File: src/rtl/seq_shifter_if.sv
// Handshake/data bundle between the controller (master) and seq_shifter (slave).
// The cout signal exists only when SEQ_SHIFTER_COUT_EN is defined.
interface seq_shifter_if #(
    parameter int WIDTH = 16,
    parameter int AMT_W = $clog2(WIDTH) + 1
);
    logic             start;
    logic [1:0]       mode;
    logic [AMT_W-1:0] amt;
    logic [WIDTH-1:0] din;
    logic             busy;
    logic             done;
    logic [WIDTH-1:0] dout;
`ifdef SEQ_SHIFTER_COUT_EN
    logic             cout;
`endif

    modport master (
        output start, mode, amt, din,
`ifdef SEQ_SHIFTER_COUT_EN
        input  cout,
`endif
        input  busy, done, dout
    );

    modport slave (
        input  start, mode, amt, din,
`ifdef SEQ_SHIFTER_COUT_EN
        output cout,
`endif
        output busy, done, dout
    );
endinterface

File: src/rtl/seq_shifter.sv
// Multi-cycle ROR/LSL/LSR/ASR shifter, one bit position per clock, start/busy/done handshake.
// Optional carry-out register enabled by defining SEQ_SHIFTER_COUT_EN.
module seq_shifter #(
    parameter int WIDTH = 16,
    parameter int AMT_W = $clog2(WIDTH) + 1
) (
    input  logic          clk,
    input  logic          rst_n,
    seq_shifter_if.slave  bus
);
    localparam logic [1:0] M_ROR = 2'b00;
    localparam logic [1:0] M_LSL = 2'b01;
    localparam logic [1:0] M_LSR = 2'b10;
    localparam logic [1:0] M_ASR = 2'b11;
    localparam logic [AMT_W-1:0] W_AMT = AMT_W'(WIDTH);

    typedef enum logic [1:0] {
        S_IDLE  = 2'd0,
        S_SHIFT = 2'd1,
        S_DONE  = 2'd2
    } state_t;

    state_t           r_state;
    logic [WIDTH-1:0] r_sh;
    logic [1:0]       r_mode;
    logic [AMT_W-1:0] r_cnt;
    logic             r_busy;
    logic             r_done;

    logic [WIDTH-1:0] w_next;
    logic             w_clamp;
    logic [AMT_W-1:0] w_cnt_ld;

    assign w_clamp  = (bus.amt >= W_AMT);
    assign w_cnt_ld = w_clamp ? W_AMT : bus.amt;

    always_comb begin
        w_next = r_sh;
        case (r_mode)
            M_LSL:   w_next = {r_sh[WIDTH-2:0], 1'b0};
            M_LSR:   w_next = {1'b0, r_sh[WIDTH-1:1]};
            M_ASR:   w_next = {r_sh[WIDTH-1], r_sh[WIDTH-1:1]};
            default: w_next = {r_sh[0], r_sh[WIDTH-1:1]};
        endcase
    end

`ifdef SEQ_SHIFTER_COUT_EN
    logic r_cout;
    logic r_clamp;
    logic w_out;
    logic w_kill;

    assign w_out  = (r_mode == M_LSL) ? r_sh[WIDTH-1] : r_sh[0];
    // A fully clamped logical shift has pushed out every bit; report no carry.
    assign w_kill = r_clamp && (r_mode == M_LSL || r_mode == M_LSR);

    always_ff @(posedge clk or negedge rst_n) begin
        if (!rst_n) begin
            r_cout  <= 1'b0;
            r_clamp <= 1'b0;
        end else if (r_state != S_SHIFT) begin
            if (bus.start) begin
                r_cout  <= 1'b0;
                r_clamp <= w_clamp;
            end
        end else begin
            r_cout <= w_out & ~w_kill;
        end
    end

    assign bus.cout = r_cout;
`endif

    always_ff @(posedge clk or negedge rst_n) begin
        if (!rst_n) begin
            r_state <= S_IDLE;
            r_sh    <= '0;
            r_mode  <= M_ROR;
            r_cnt   <= '0;
            r_busy  <= 1'b0;
            r_done  <= 1'b0;
        end else begin
            case (r_state)
                S_IDLE, S_DONE: begin
                    if (bus.start) begin
                        r_sh   <= bus.din;
                        r_mode <= bus.mode;
                        r_cnt  <= w_cnt_ld;
                        if (w_cnt_ld != '0) begin
                            r_state <= S_SHIFT;
                            r_busy  <= 1'b1;
                            r_done  <= 1'b0;
                        end else begin
                            r_state <= S_DONE;
                            r_busy  <= 1'b0;
                            r_done  <= 1'b1;
                        end
                    end else begin
                        r_state <= S_IDLE;
                        r_busy  <= 1'b0;
                        r_done  <= 1'b0;
                    end
                end
                S_SHIFT: begin
                    r_sh  <= w_next;
                    r_cnt <= r_cnt - AMT_W'(1);
                    if (r_cnt == AMT_W'(1)) begin
                        r_state <= S_DONE;
                        r_busy  <= 1'b0;
                        r_done  <= 1'b1;
                    end
                end
                default: begin
                    r_state <= S_IDLE;
                    r_busy  <= 1'b0;
                    r_done  <= 1'b0;
                end
            endcase
        end
    end

    assign bus.busy = r_busy;
    assign bus.done = r_done;
    assign bus.dout = r_sh;
endmodule

File: src/flat_wrapper.sv
// flat-port wrapper written by rule: the top's interface ports become plain ports
module seq_shifter_flat 
#(
    parameter int WIDTH = 16,
    parameter int AMT_W = $clog2(WIDTH) + 1
)
  (clk, rst_n, bus_start, bus_mode, bus_amt, bus_din, bus_busy, bus_done, bus_dout);
  seq_shifter_if #(.WIDTH(WIDTH), .AMT_W(AMT_W)) bus_i ();
  input  logic clk;
  input  logic rst_n;
  input wire logic [$bits(bus_i.start)-1:0] bus_start;
  input wire logic [$bits(bus_i.mode)-1:0] bus_mode;
  input wire logic [$bits(bus_i.amt)-1:0] bus_amt;
  input wire logic [$bits(bus_i.din)-1:0] bus_din;
  output wire logic [$bits(bus_i.busy)-1:0] bus_busy;
  output wire logic [$bits(bus_i.done)-1:0] bus_done;
  output wire logic [$bits(bus_i.dout)-1:0] bus_dout;
  assign bus_i.start = bus_start;
  assign bus_i.mode = bus_mode;
  assign bus_i.amt = bus_amt;
  assign bus_i.din = bus_din;
  assign bus_busy = bus_i.busy;
  assign bus_done = bus_i.done;
  assign bus_dout = bus_i.dout;
  seq_shifter #(.WIDTH(WIDTH), .AMT_W(AMT_W)) u_core (.clk(clk), .rst_n(rst_n), .bus(bus_i));
endmodule
File: config.mk
export PLATFORM = sky130hd
export DESIGN_NAME = seq_shifter_flat
export DESIGN_NICKNAME = d
export VERILOG_FILES = /design/src/rtl/seq_shifter_if.sv /design/src/rtl/seq_shifter.sv /design/src/flat_wrapper.sv
export SDC_FILE = /design/constraint.sdc
export NUM_CORES = 1
export LEC_CHECK = 0
export BUFFER_PORTS_ARGS = -buffer_cell sky130_fd_sc_hd__clkbuf_2
export CAP_MARGIN = 25
export CORE_UTILIZATION = 51
export DETAILED_ROUTE_END_ITERATION = 6
export PLACE_DENSITY = 0.9
export SYNTH_ARGS = -nofsm -noshare
export SYNTH_HDL_FRONTEND = slang
export SYNTH_SLANG_ARGS = --single-unit
export TNS_END_PERCENT = 1
File: constraint.sdc
create_clock -name clk -period 1.6 [get_ports clk]
set_input_delay 0.24 -clock clk [delete_from_list [all_inputs] [get_ports clk]]
set_output_delay 0.24 -clock clk [all_outputs]
set_load 0.05 [all_outputs]
# --- Word level (Yosys, flattened, before mapping) ---
# Index checks and enable logic that the tools add are counted.
totals:
  reg_bits: 27
  in_bits: 26
  output_inout_bits: 18
  wordCells: 43
classes:
  addsub: 1
  magnitude_cmp: 1
  eq_ne: 9
  mux: 18
  n_reduce_logical: 7
ops:
  columns: ["op", "count"]
  rows:
  - ["one-hot mux 16 bit (3 select lines)", 1]
  - ["one-hot mux 16 bit (2 select lines)", 1]
  - ["2-to-1 mux 16 bit", 1]
  - ["2-to-1 mux 5 bit", 2]
  - ["one-hot mux 5 bit (2 select lines)", 1]
  - ["equality test 2 bit, second input constant", 3]
  - ["2-to-1 mux 1 bit", 6]
  - ["2-to-1 mux 2 bit", 3]
  - ["equality test 5 x 1 -> 1 bit, second input constant", 1]
  - ["greater-or-equal comparator 5 bit, second input constant", 1]
  - ["nonzero test 5 bit", 1]
  - ["subtractor 5 x 1 -> 5 bit, second input constant", 1]
  - ["equality test 2 x 1 -> 1 bit, second input constant", 2]
  - ["!= test 2 bit, second input constant", 2]
  - ["one-hot mux 1 bit (2 select lines)", 2]
  - ["one-hot mux 2 bit (2 select lines)", 1]
  - ["AND reduction 2 bit", 2]
  - ["AND reduction 3 bit", 1]
  - ["logical NOT 2 bit", 1]
  - ["!= test 2 x 1 -> 1 bit, second input constant", 1]
  - ["nonzero test 2 bit", 1]
  - ["OR reduction 2 bit", 1]

# --- Logic depth before layout (Yosys ltp) ---
# Gate-level depths: netlist of the first run.
depth:
  ltp_word: 6
  mapped_depth: 5
  ltp_nobuf: 5

# --- Worst setup path before layout of the first run ---
# No wires, ideal clock.
synth_timing:
  kind: "register to register"
  from: "register u_core.r_state[0]"
  to: "register u_core.r_cnt[1]"
  arrival_time_ps: 1532
  path_slack_ps: -58
  stages_incl_launch_ff: 6
  cell_sequence: "dfrtp_1 -> and2b_2 -> buf_2 -> buf_2 -> nor3_1 -> a311o_1"
synth_between:
  elab_chain_len: 4
  elab_cells_between_ends: 8
  cone_classes: "eq/ne (3); mux (1); reduce/logical (4)"
synth_rtl:
  columns: ["element", "line", "text"]
  rows:
  - ["start, declared", "seq_shifter.sv:23", "state_t r_state;"]
  - ["start signal, assigned", "seq_shifter.sv:76", "r_state <= S_IDLE;"]
  - ["start signal, assigned", "seq_shifter.sv:90", "r_state <= S_SHIFT;"]
  - ["start signal, assigned", "seq_shifter.sv:94", "r_state <= S_DONE;"]
  - ["equality test 2 bit or logical NOT 2 bit (tied branches)", "seq_shifter.sv:83", "case (r_state)"]
  - ["OR reduction 2 bit", "seq_shifter.sv:83", null]
  - ["!= test 2 bit (no source line) or nonzero test 2 bit (tied branches)", null, null]
  - ["AND reduction 2 bit (no source line)", null, null]
  - ["end signal, assigned", "seq_shifter.sv:88", "r_cnt <= w_cnt_ld;"]
  - ["end signal, assigned", "seq_shifter.sv:106", "r_cnt <= r_cnt - AMT_W'(1);"]
  - ["end, declared", "seq_shifter.sv:26", "logic [AMT_W-1:0] r_cnt;"]
# Parallel ways exist; a longest one is shown, timed or not.
# A chain may end at the register's enable or synchronous reset.

# --- Worst setup path in the final report of the first run ---
layout_timing:
  from: "register u_core.r_state[0]"
  to: "register u_core.r_cnt[0]"
# Same word-level chain as after synthesis.

==> summary.md, run 1 <==
| Metric | Value |
|---|---|
| Power Density | 2470 mW/mm² |
| DRT iter0 DRCs | 42 |
| TritonCTS Buffers | 3 |
| Netlist Area Pre-Place | 0.00148 mm² |
| Sink Count | 25 |
| Drt first pass iters | 6 |
| Max_slew headroom | 58.1% |
| Post-DR wirelength/cell | 15.6 µm |
| VDD IR max | 1.80 mV |
| Setup violators final | 0 |
| Final Util | 63.9% |
| Leak | 0.844 nW |
| Layout area overhead | 19.2% |
| Die area | 0.00312 mm² |
| Hold Fails Final Rpt | 0 |
| TritonCTS clock tree | done |
| Initial antenna violation count | 0 |
| CP required | 1790 ps |
| # nets final | 224 |
| Placed cell count | 221 |
| Hold_sp | bus_mode[0] |
| Net Count, Synth | 180 |
| Post-Syn Area per Cell | 9.73 µm² |
| Sequential area share after synthesis | 42.3% |
| Max-Cap Viols | 0 |
| Max Root-Sink Buffers | 2 |
| Detailed Place HPWL | 2.67 mm |
| Clock Pin Slew Worst Setup and Hold Paths | 130 ps |
| RR Endpoint | u_core.r_cnt[0]$_DFFE_PN0P_ |
| Critical path startpoint category | flop |
| Initial Util | 53.6% |
| Period utilization | 90.0% |
| DRC violations left | 2 |
| Io pins | 44 |
| Crit end category | flop |
| Clock tree root buffer cell | clkbuf_4 |
| Maximum clock rate | 695 MHz |
| Crit Path Max Fanout | 16 |
| Post-CTS Setup Bufs | 0 |
| Min cycle time layout | 1440 ps |
| Critical Path Source | u_core.r_state[0]$_DFFE_PN0P_ |
| Largest net degree at the start of global routing | 26 |
| Reg2reg setup slack | 160 ps |
| Yosys warns | 0 |
| Slew Limit Fails | 0 |
| Post-CTS Hold Buffers | 1 |
| Vias per cell | 6.05 |
| RR Startpoint | u_core.r_state[0]$_DFFE_PN0P_ |
| Netlist cell types | 33 |
| Routability cong. | 0.817 |
| Number of global-route vias before repair | 1413 |
| Total grt overflow | 0 |
| Kind of critical path | flop to flop |
| Vias | 1368 |
| H-tree levels | 1 |
| Critical path capture point | u_core.r_cnt[0]$_DFFE_PN0P_ |
| First-pass GRT wire length | 6.12 mm |
| N_diodes | 0 |
| Chip height | 55.9 µm |
| Setup TNS | 0 ps |
| Worst-Margin Slew | 629 ps |
| Core Area | 0.00276 mm² |
| Class of the worst hold path | input pin to flop |
| Num rows | 19 |
| PortBufs | 43 |
| Die Wd | 55.9 µm |
| Data arrival time of the critical path | 1630 ps |
| Post-Route WL | 3.52 mm |
| Worst-case reg-to-reg path depth | 3 |
| Routed Antenna Nets | 0 |
| Status | complete, but fails checks |
| Mapped Cells | 152 |
| RSZ-0062 raised after global routing | no |
| #FFs+latches synth | 25 |
| Cts repair resizes | 0 |
| Clock latency on the worst-skew pair | 310 ps |
| Tot GR Track Use | 24.7% |
| Final Skew | 4.77 ps |
| Post-Layout Cell Count | 226 |
| Failing checks | design-rule violations |
| Layout cell share with drive strength beyond 1 | 31.8% |
-- state kept, by name (all words and copies together), names as in the netlist --
signal and cells:
u_core.r_mode 2, u_core.r_state 2, u_core.r_cnt 5, u_core.bus.dout 16
-- metal layers --
metal  global-route usage (%)  wire length [µm]  vias to the layer above
met5                        0                 0                        -
met4                     11.8                31                        0
met3                     3.02               207                        4
met2                     39.8              1780                       50
met1                     33.2              1500                      658
li1                         -                 -                      656
-- power by group --
part           internal, W  switching, W
sequential        0.000970      0.000362
combinational     0.000945       0.00180
clock            0.0000973      0.000181
-- how the worst min path moves through the flow --
stage / endpoint / depth (start not counted)
global placement: u_core.bus.dout[6]$_DFFE_PN0P_ / 1
detailed placement: u_core.bus.dout[6]$_DFFE_PN0P_ / 1
CTS: u_core.r_mode[0]$_DFFE_PN0P_ / 3
global route: u_core.r_mode[0]$_DFFE_PN0P_ / 3
finish: u_core.r_mode[0]$_DFFE_PN0P_ / 3
floorplan: u_core.bus.dout[0]$_DFFE_PN0P_ / 0
-- kinds of logic (layout without fill, tap and decap cells) --
group	count (synthesis)	count (layout)	synth area share, %
AOI/OAI and AO/OA	58	58	27.6
adders and majority gates	2	2	1.69
buffers and inverters	19	62	6.60
DFF	25	25	42.3
muxes	3	3	2.03
and+or+nand+nor	45	45	19.8
-- worst max-delay path, stage by stage, from the launching register on --
cell and delay [ps]:
dfrtp_2 460, and2b_2 310, nor2_4 390, a211oi_1 160
-- cell usage after synthesis --
| cell | number | area share (%) |
|---|---|---|
| a211oi_1 | 16 | 8.1 |
| a21o_1 | 1 | 0.51 |
| a21oi_1 | 17 | 5.8 |
| a21oi_2 | 1 | 0.59 |
| a221oi_1 | 1 | 0.59 |
| a311o_1 | 1 | 0.68 |
| a31oi_1 | 2 | 0.85 |
| and2b_2 | 2 | 1.2 |
| and3b_1 | 14 | 8.3 |
| buf_1 | 3 | 0.76 |
| buf_2 | 5 | 1.7 |
| clkbuf_1 | 4 | 1.0 |
| clkbuf_8 | 2 | 1.9 |
| dfrtp_1 | 25 | 42 |
| ha_1 | 2 | 1.7 |
| inv_1 | 5 | 1.3 |
| mux2i_1 | 3 | 2.0 |
| nand2_1 | 11 | 2.8 |
| nand2b_1 | 3 | 1.3 |
| nand3_1 | 1 | 0.34 |
| nand3b_1 | 1 | 0.51 |
| nor2_1 | 3 | 0.76 |
| nor2_4 | 1 | 0.76 |
| nor2b_1 | 1 | 0.42 |
| nor3_1 | 3 | 1.0 |
| nor4b_1 | 1 | 0.59 |
| o211ai_1 | 1 | 0.51 |
| o21ai_0 | 2 | 0.68 |
| o22ai_1 | 1 | 0.42 |
| o2bb2ai_1 | 14 | 8.3 |
| o311ai_0 | 1 | 0.59 |
| or3_1 | 2 | 0.85 |
| or4_1 | 2 | 1.0 |
-- cell usage in the layout, fill, tap and decap left out, drive strengths merged --
cell type,instances
o311ai,1
a211oi,16
o2bb2ai,14
a21o,1
or4,2
a221oi,1
clkbuf,47
nand2b,3
inv,5
mux2i,3
nor2,4
and3b,14
nand2,11
nand3b,1
a311o,1
or3,2
nor4b,1
o21ai,2
a31oi,2
o22ai,1
buf,9
a21oi,18
dfrtp,25
o211ai,1
nor3,3
and2b,2
nand3,1
ha,2
nor2b,1
dlygate4sd3,1
-- stage by stage --
| step | instance area (µm²) | worst slack (ps) | hold WS, ps | total power (W) |
|---|---|---|---|---|
| 2_1_floorplan | 1480 | 79.2 | -55.6 | 0.00341 |
| 3_3_place_gp | 1730 | 204 | 282 | 0.00395 |
| 3_5_place_dp | 1730 | 150 | 287 | 0.00408 |
| 4_1_cts | 1760 | 145 | 102 | 0.00436 |
| 5_1_grt | 1760 | 55.2 | 114 | 0.00468 |
| 6_report | 1760 | 161 | 111 | 0.00435 |
-- layout make-up --
cell class,count,area (µm²)
timing repair buffer,53,293
tap,31,38.8
clock buffer,4,26.3
inverter,5,18.8
fill,239,995
multi-input combinational,108,758
sequential,25,628
(Power assumes the default switching activity.)
==> run 2, diff against run 1 <==
--- a/config.mk
+++ b/config.mk
@@ -10,6 +10,7 @@
 export CORE_UTILIZATION = 51
 export DETAILED_ROUTE_END_ITERATION = 6
 export PLACE_DENSITY = 0.9
+export SETUP_SLACK_MARGIN = 0.3
 export SYNTH_ARGS = -nofsm -noshare
 export SYNTH_HDL_FRONTEND = slang
 export SYNTH_SLANG_ARGS = --single-unit
==> run 2 against run 1 <==
- the run now ends clean
- sequential share of layout area is 2.0 points lower
- clock-buffer cell count stayed put
- first-iteration DRC count increased by 9.5%
- via count up 5.1%
- final area increased by 6.1%
- power increased by 8.0%
- worst setup slack improved by 18 ps
- critical path type unchanged
- largest power group unchanged
==> summary.md, run 2 (synthesis gave the netlist of run 1 again) <==
| Metric | Value |
|---|---|
| Period utilization | 88.8% (-1.1 points) |
| PortBufs | 43 (unchanged) |
| Placed cell count | 220 (-0.45%) |
| Drt first pass iters | 4 (-2) |
| Routability cong. | 0.899 (+10%) |
| Data arrival time of the critical path | 1660 ps (+30 ps) |
| Largest net degree at the start of global routing | 26 (unchanged) |
| Most common cell after layout, fill and taps aside | clkbuf_2 |
| Detailed Place HPWL | 2.60 mm (-2.4%) |
| RSZ-0062 raised after global routing | yes |
| Final Hold Slack | 117 ps (+5.73 ps) |
| Crit end category | flop |
| Leak | 0.884 nW (+4.7%) |
| Critical path startpoint category | flop |
| H-tree levels | 1 (unchanged) |
| Clock Pin Slew Worst Setup and Hold Paths | 140 ps (about the same) |
| Total grt overflow | 0 (unchanged) |
| Vias per cell | 6.20 (+2.4%) |
| Max-Cap Viols | 0 (unchanged) |
| Fill cell count | 214 (-10%) |
| Hold Fails Final Rpt | 0 (unchanged) |
| Num rows | 19 (unchanged) |
| Crit-path slowest cell | or4_1 |
| Chip height | 55.9 µm (unchanged) |
| VDD IR max | 1.84 mV (+2.3%) |
| Core Area | 0.00276 mm² (unchanged) |
| N_diodes | 0 (unchanged) |
| Worst-Margin Slew | 631 ps (+1.78 ps) |
| Setup violators final | 0 (unchanged) |
| Clock tree root buffer cell | clkbuf_4 |
| Status | completed |
| TritonCTS clock tree | done |
| Crit Path Max Fanout | 2 (-14) |
| TritonCTS Buffers | 3 (unchanged) |
| Kind of critical path | flop to flop |
| Die Wd | 55.9 µm (unchanged) |
| Post-DR wirelength/cell | 16.8 µm (+8.1%) |
| Crit-path leading delay family | simple AND/OR/NAND/NOR gates |
| Io pins | 44 (unchanged) |
| # nets final | 230 (+2.7%) |
| Die area | 0.00312 mm² (unchanged) |
| Initial Util | 53.6% (unchanged) |
| Fin worst setup slack | 179 ps (+17.8 ps) |
| Layout cell share with drive strength beyond 1 | 37.3% (+5.5 points) |
| Maximum clock rate | 704 MHz (+1.3%) |
| Max_slew headroom | 57.9% (-0.12 points) |
| Power Density | 2510 mW/mm² (+1.8%) |
| Worst Path Buf+Inv | 1 (+1) |
| Setup TNS | 0 ps (unchanged) |
| Initial antenna violation count | 0 (unchanged) |
| Post-Route WL | 3.91 mm (+11%) |
| Vias | 1438 (+5.1%) |
| Pre-CTS setup slack | 171 ps (+21.6 ps) |
| DRT iter0 DRCs | 46 (+9.5%) |
| Final Skew | 7.18 ps (+2.41 ps) |
| Worst path cell trace | inv_2 -> ha_4 -> nand3b_1 -> or4_1 -> o211ai_1 |
| Clock latency on the worst-skew pair | 310 ps (about the same) |
| Max FFs per register | 16 (unchanged) |
| Slowest stage delay, CP | 440 ps (-20 ps) |
| Commonest cells after routing, fill and taps aside | clkbuf_2 (43), dfrtp_1 (22), a21oi_1 (17) |
| First-pass GRT wire length | 6.51 mm (+6.3%) |
| Layout area overhead | 26.5% |
| Number of global-route vias before repair | 1459 (+3.3%) |
| CP required | 1840 ps (+50 ps) |
| Sink Count | 25 (unchanged) |
| Slew Limit Fails | 0 (unchanged) |
| Routed Antenna Nets | 0 (unchanged) |
| Class of the worst hold path | input pin to flop |
| DRC violations left | 0 (-2) |
| Max Root-Sink Buffers | 2 (unchanged) |
| Min cycle time layout | 1420 ps (-17.8 ps) |
| Post-Layout Cell Count | 232 (+2.7%) |
| Tot GR Track Use | 26.4% (+1.7 points) |
-- run 2: what timing repair did --
action	in CTS	in global routing
hold endpoints to repair	25	0
buffers inserted	4	3
setup endpoints to repair	22	37
gates cloned	0	0
hold buffers	1	0
gates resized for setup	7	6
pin swaps	2	3
-- run 2: worst reg2reg max path: cells and delay by family (launching register included) --
| family | cells | cell delay (ps) |
|---|---|---|
| simple gates | 2 | 560 |
| flops | 1 | 430 |
| fa+ha+maj | 1 | 140 |
| compound gates | 1 | 120 |
| buf+inv | 1 | 100 |
-- run 2: metal layers --
layer	global-route usage [%]	wire, µm	vias to the layer above
met1	33.3	1670	695
met2	45.1	1970	58
met3	3.95	198	9
met5	0	0	-
li1	-	-	676
met4	11.1	62	0
-- run 2: layout make-up --
cell class	instances	area [µm²]	share of cell area, %
clock buffers	4	26.3	1.40
flip-flops and latches	25	629	33.6
well taps	31	38.8	2.07
repair buffers	59	354	18.9
inverters	5	18.8	1.00
multi-input cells	108	803	42.9
-- run 2: through the flow --
stage,cell area [µm²],power [W],utilization (%)
global placement,1730,0.00397,62.7
global route,1870,0.00501,67.8
floorplan,1490,0.00345,-
CTS,1810,0.00450,65.7
finish,1870,0.00470,67.8
detailed placement,1730,0.00409,62.7
-- run 2: where the power goes --
part           internal (W)  switching (W)  total [W]
Sequential         0.000972       0.000410    0.00138
Combinational       0.00112        0.00191    0.00303
Clock             0.0000974       0.000184   0.000282
Total               0.00219        0.00251    0.00470
-- run 2: final timing paths --
path / from / endpoint / slack, ps / depth (start not counted)
max: u_core.r_cnt[1]$_DFFE_PN0P_ / u_core.r_cnt[4]$_DFFE_PN0P_ / 180 / 5
min reg2reg: u_core.bus.dout[13]$_DFFE_PN0P_ / u_core.bus.dout[13]$_DFFE_PN0P_ / 560 / 1
min: bus_mode[0] / u_core.r_mode[0]$_DFFE_PN0P_ / 120 / 3
min in group asynchronous: rst_n / u_core.bus.dout[5]$_DFFE_PN0P_ / 450 / 2
max reg2reg: u_core.r_cnt[1]$_DFFE_PN0P_ / u_core.r_cnt[4]$_DFFE_PN0P_ / 180 / 5
max in group asynchronous: rst_n / u_core.r_mode[0]$_DFFE_PN0P_ / 700 / 2
